$ cat src/rtl/store_byte_serializer_pkg.sv
// rtl/store_byte_serializer_pkg.sv - store size codes, FSM states and byte-lane helpers
//
// Purpose: definitions used by the store byte serializer. The size codes match the
//          encoding that the load-side extender path uses.
// Contents:
//   SIZE_BYTE/HALF/WORD/BAD  request size codes
//   stateE                   serializer FSM state (one state bit)
//   isLegal()                size/alignment check made at acceptance
//   lastIndex()              index of the final byte of a request
//   laneSelect()             big-endian byte-lane pick for a given byte index

package store_byte_serializer_pkg;

    localparam logic [1:0] SIZE_BYTE = 2'b00;
    localparam logic [1:0] SIZE_HALF = 2'b01;
    localparam logic [1:0] SIZE_WORD = 2'b10;
    localparam logic [1:0] SIZE_BAD  = 2'b11;

    typedef enum logic {
        ST_IDLE  = 1'b0,
        ST_WRITE = 1'b1
    } stateE;

    // A request is legal when its size code is defined and the address is
    // naturally aligned for that size.
    function automatic logic isLegal(input logic [1:0] size, input logic [1:0] addrLow);
        logic legal;
        legal = 1'b0;
        case (size)
            SIZE_BYTE: legal = 1'b1;
            SIZE_HALF: legal = (addrLow[0] == 1'b0);
            SIZE_WORD: legal = (addrLow == 2'b00);
            default:   legal = 1'b0;
        endcase
        return legal;
    endfunction

    function automatic logic [1:0] lastIndex(input logic [1:0] size);
        logic [1:0] last;
        last = 2'd0;
        case (size)
            SIZE_HALF: last = 2'd1;
            SIZE_WORD: last = 2'd3;
            default:   last = 2'd0;
        endcase
        return last;
    endfunction

    // Byte at the lowest address is the most significant byte of the value.
    function automatic logic [7:0] laneSelect(input logic [1:0] size, input logic [1:0] cnt,
                                              input logic [31:0] data);
        logic [7:0] lane;
        lane = data[7:0];
        case (size)
            SIZE_HALF: lane = cnt[0] ? data[7:0] : data[15:8];
            SIZE_WORD: begin
                case (cnt)
                    2'd0:    lane = data[31:24];
                    2'd1:    lane = data[23:16];
                    2'd2:    lane = data[15:8];
                    default: lane = data[7:0];
                endcase
            end
            default:   lane = data[7:0];
        endcase
        return lane;
    endfunction

endpackage

$ cat src/rtl/store_byte_serializer.sv
// rtl/store_byte_serializer.sv - serialises byte/half/word stores into big-endian byte writes
//
// Purpose: sits between the pipeline MEM stage and an 8-bit data memory. Accepts one
//          store request at a time, checks alignment, then issues one byte write per
//          memory acknowledge. Reports a single done or err pulse per accepted request.
// Ports:
//   clk, rst_n            clock (rising edge), asynchronous active-low reset
//   req_valid/req_ready   request handshake (ready only while idle)
//   req_addr/data/size    store address, register value, size code
//   mem_wr_en/addr/wdata  byte write to memory, held until mem_ack
//   mem_ack               memory accepts the current byte this cycle
//   done                  one-cycle pulse after the last byte is acknowledged
//   err                   one-cycle pulse for a rejected request (no writes issued)

module store_byte_serializer
    import store_byte_serializer_pkg::*;
#(
    parameter int ADDR_W = 32
) (
    input  logic              clk,
    input  logic              rst_n,
    input  logic              req_valid,
    output logic              req_ready,
    input  logic [ADDR_W-1:0] req_addr,
    input  logic [31:0]       req_data,
    input  logic [1:0]        req_size,
    output logic              mem_wr_en,
    output logic [ADDR_W-1:0] mem_addr,
    output logic [7:0]        mem_wdata,
    input  logic              mem_ack,
    output logic              done,
    output logic              err
);

    stateE             state, stateNext;
    logic [1:0]        cnt, cntNext;
    logic [1:0]        lastCnt, lastNext;
    logic [31:0]       dataQ, dataNext;
    logic [1:0]        sizeQ, sizeNext;
    logic [ADDR_W-1:0] addrNext;
    logic [7:0]        wdataNext;
    logic              doneNext, errNext;

    always_ff @(posedge clk or negedge rst_n) begin
        if (!rst_n) begin
            state     <= ST_IDLE;
            cnt       <= 2'd0;
            lastCnt   <= 2'd0;
            dataQ     <= 32'd0;
            sizeQ     <= SIZE_BYTE;
            mem_addr  <= '0;
            mem_wdata <= 8'd0;
            done      <= 1'b0;
            err       <= 1'b0;
        end else begin
            state     <= stateNext;
            cnt       <= cntNext;
            lastCnt   <= lastNext;
            dataQ     <= dataNext;
            sizeQ     <= sizeNext;
            mem_addr  <= addrNext;
            mem_wdata <= wdataNext;
            done      <= doneNext;
            err       <= errNext;
        end
    end

    // mem_addr tracks latched address + cnt by incrementing alongside cnt, and
    // mem_wdata is preloaded with the next lane so both outputs come straight from flops.
    always_comb begin
        stateNext = state;
        cntNext   = cnt;
        lastNext  = lastCnt;
        dataNext  = dataQ;
        sizeNext  = sizeQ;
        addrNext  = mem_addr;
        wdataNext = mem_wdata;
        doneNext  = 1'b0;
        errNext   = 1'b0;
        case (state)
            ST_IDLE: begin
                if (req_valid) begin
                    if (isLegal(req_size, req_addr[1:0])) begin
                        stateNext = ST_WRITE;
                        cntNext   = 2'd0;
                        lastNext  = lastIndex(req_size);
                        dataNext  = req_data;
                        sizeNext  = req_size;
                        addrNext  = req_addr;
                        wdataNext = laneSelect(req_size, 2'd0, req_data);
                    end else begin
                        errNext = 1'b1;
                    end
                end
            end
            ST_WRITE: begin
                if (mem_ack) begin
                    if (cnt == lastCnt) begin
                        stateNext = ST_IDLE;
                        doneNext  = 1'b1;
                    end else begin
                        cntNext   = cnt + 2'd1;
                        addrNext  = mem_addr + {{(ADDR_W-1){1'b0}}, 1'b1};
                        wdataNext = laneSelect(sizeQ, cnt + 2'd1, dataQ);
                    end
                end
            end
            default: stateNext = ST_IDLE;
        endcase
    end

    assign req_ready = (state == ST_IDLE);
    assign mem_wr_en = (state == ST_WRITE);

endmodule

$ cat config.mk
export PLATFORM = sky130hd
export DESIGN_NAME = store_byte_serializer
export DESIGN_NICKNAME = d
export VERILOG_FILES = /design/src/rtl/store_byte_serializer_pkg.sv /design/src/rtl/store_byte_serializer.sv
export SDC_FILE = /design/constraint.sdc
export NUM_CORES = 1
export LEC_CHECK = 0
export BUFFER_PORTS_ARGS = -buffer_cell sky130_fd_sc_hd__buf_4
export CORE_MARGIN = 2
export CORE_UTILIZATION = 35
export CTS_CLUSTER_SIZE = 24
export DETAILED_ROUTE_END_ITERATION = 10
export PLACE_DENSITY_LB_ADDON = 0.08
export SLEW_MARGIN = 20
export SYNTH_ARGS = -nofsm -noshare
export SYNTH_HDL_FRONTEND = slang
export SYNTH_SLANG_ARGS = --single-unit
$ cat constraint.sdc
create_clock -name clk -period 3.6 [get_ports clk]
set_clock_uncertainty 0.15 [all_clocks]
set_input_delay 0.36 -clock clk [delete_from_list [all_inputs] [get_ports clk]]
set_output_delay 0.36 -clock clk [all_outputs]
set_load 0.005 [all_outputs]
==> flow_summary_export.csv <==
group,metric,value,unit
clock_tree,cts_root_buf,"clkbuf_16",
pwr,p_leak,2.72,nW
timing,tns,0,ns
layout,diodes,0,
pwr,irDropWorstVdd,0.299,mV
yosys,synth_area_leaders,"dfrtp_1 43%, nand2_1 9.8%, o21ai_0 4.3%, ha_1 3.2%, mux2i_1 3.2%",
grt,antenna_found_initial,0,
critical_path,rr_endpoint,"mem_wdata[2]",
hold_path,min_to,"dataQ[17]",
layout,area_delta_synth_final,27.6,%
timing,setup_viol,0,
clock_tree,htreeDepth,3,
clock_tree,tritoncts,"done",
place,hpwl,9900,um
yosys,ys_warn_count,0,
detailed_routing,drtPass1Iterations,7,
timing,finalHoldViolCount,0,
detailed_routing,dr.first_iter.drc_count,323,
detailed_routing,num_vias,4488,
place,place_area,5660,um2
job,drv_cap,0,
clock_tree,cts_resized,0,
timing,finalCritPeriodShare,81.0,%
yosys,syn_nets,622,
critical_path,ff2ff_setup_slack,0.68,ns
critical_path,r2r-start,"cnt[0]",
clock_tree,path_clk_slew,0.06,ns
floorplan,fp.dieW,120,um
hold_path,min_path_type,"in -> reg",
timing,worst_slew_pin_slew,0.757,ns
layout,drive_above_1_share,23.4,%
yosys,synth_edf_count,0,
grt,grt_start_max_net_pins,80,
detailed_routing,ant_nets,0,
floorplan,coreArea,13100,um2
floorplan,dieArea,14300,um2
yosys,ys_seq_area_share,43.4,%
critical_path,path_max_fanout,22,
yosys,yosys.cell_count.top_type,"nand2_1",
grt,use_met1,30.8,%
floorplan,ios,114,
place,globalplace.congestion,0.895,
place,portBuffers,113,
clock_tree,clk_latency,0.34,ns
timing,slew_headroom,49.5,%
detailed_routing,drt-wirelength-per-cell,17.8,um
pwr,power.density,807,nW/um2
timing,fmax,343,MHz
timing,slew_violations,0,
clock_tree,numCtsBuffers,9,
timing,rsz0062_at_grt,"no",
critical_path,crit_type,"reg -> reg",
hold_path,hold_depth,3,
critical_path,required,3.68,ns
clock_tree,cts_buffer_depth,2,
yosys,postSynthCellCount,540,
grt,grtUsageMet3,3.52,%
grt,use_met2,31.8,%
clock_tree,cts_setup_buffers,0,
layout,nNetsFinal,717,
yosys,synth.top_cell.area_share,43.4,%
yosys,synth_seq_cells,81,
critical_path,crit_path_end_kind,"flip-flop",
floorplan,rows,42,
yosys,synth_common_cells,"122 x nand2_1, 81 x dfrtp_1, 40 x o21ai_0",
grt,grt_pass1_vias,4448,
floorplan,dieHeight,120,um
layout,design_area,5970,um2
yosys,postSynthAreaPerCell,8.66,um2
detailed_routing,drc,0,
yosys,ys_types,47,
clock_tree,cts_sinks,81,
floorplan,initial_core_util,35.6,%
hold_path,min-delay-start,"req_data[17]",
yosys,synth_top_cell_by_area,"dfrtp_1",
detailed_routing,routed_wl,14500,um
yosys,syn_area,4680,um2
grt,grt_pass1_wl,23900,um
critical_path,worst-endpoint-arrival,3.00,ns
grt,overflow,0,
status,outcome,"complete, no violations",
grt,busiest_layer,"met2",
detailed_routing,via_per_inst,5.50,
timing,fin_crit,2.92,ns
grt,grtUsageTotal,21.3,%
yosys,synth_flop_cell,"dfrtp_1",
yosys,async_flop_share,100,%
critical_path,critPathLaunchType,"flip-flop",
critical_path,ff2ff_path_depth,7,
sequential cells by signal, indices dropped and copies added, names as in the netlist:
register,flops
cnt,2
dataQ,32
done,1
err,1
lastCnt,2
mem_addr,32
mem_wdata,8
mem_wr_en,1
sizeQ,2
what timing repair did:
action                                  CTS  global route
hold buffers                              0             1
endpoints found under the setup margin    0             0
hold endpoints to repair                  0            26
area by class of cell:
type,instances,area (um2)
Sequential cell,81,2030
Fill cell,1305,7170
Inverter,21,78.8
Clock inverter,2,10.0
Multi-Input combinational cell,398,2410
Tap cell,176,220
Timing Repair Buffer,124,937
Clock buffer,14,284
critical path, stage by stage, from the launching register on:
cell	delay, ns
dfrtp_1	0.81
inv_1	0.16
ha_1	0.34
a222oi_1	0.55
mux2i_1	0.15
a221oi_1	0.31
o221ai_1	0.20
o21a_1	0.14
worst max-delay path by stage:
stage / from / endpoint / slack [ns] / cells past startpoint
floorplan: cnt[0] / mem_wdata[0] / 1.10 / 10
global placement: req_size[0] / mem_addr[12] / 0.78 / 9
detailed placement: req_size[0] / mem_addr[17] / 0.64 / 9
CTS: cnt[0] / mem_wdata[4] / 0.82 / 7
global route: cnt[0] / mem_wdata[2] / 0.45 / 7
finish: cnt[0] / mem_wdata[2] / 0.68 / 7
cell families (layout without fill, tap and decap cells):
logic type                 count (synthesis)  in the layout  share of synthesized area (%)
adders and majority gates                 12             12                           3.21
DFF                                       81             81                           43.4
xor gates and xnor gates                   2              2                          0.375
muxes                                     15             15                           3.21
and+or+nand+nor                          201            201                           20.5
buffers and inverters                     61            161                           5.27
AOI/OAI and AO/OA                        168            168                           24.1
placed cells by master (no fill, tap or decap), drive strengths merged, types with 8 or more instances in the layout:
cell and instances:
o22ai 23, o21a 8, clkbuf 14, a222oi 8
nand3 13, a221oi 8, nor3 12, dfrtp 81
o221ai 8, ha 12, nor4 10, mux2i 15
buf 123, nand2 122, o211ai 9, nor2 18
inv 21, a22oi 8, a21oi 24, o21ai 40
nand4 8, a21o 11
per-stage QoR:
step,util [%],std cells,setup slack (ns),hold WS (ns),power [W]
after floorplan,-,540,1.10,-0.0856,0.00300
after global placement,43.1,799,0.776,0.310,0.00384
after detailed placement,43.1,799,0.642,0.313,0.00389
after CTS,45.3,815,0.822,0.0496,0.00482
after global routing,45.4,816,0.446,0.0654,0.00521
final,45.4,816,0.684,0.0595,0.00482
per-layer routing:
layer | part of all wire [%] | vias up | wire length (um)
met5 | 0 | - | 0
met1 | 48 | 2155 | 7000
li1 | - | 2169 | -
met2 | 45 | 148 | 6540
met3 | 5.0 | 16 | 722
met4 | 1.8 | 0 | 263
where the power goes:
| group | switching (W) | internal, W |
|---|---|---|
| logic | 0.00113 | 0.000965 |
| clock network | 0.000373 | 0.000541 |
| registers | 0.000460 | 0.00134 |
| total | 0.00197 | 0.00285 |
Power figures use the tool's default switching activity.
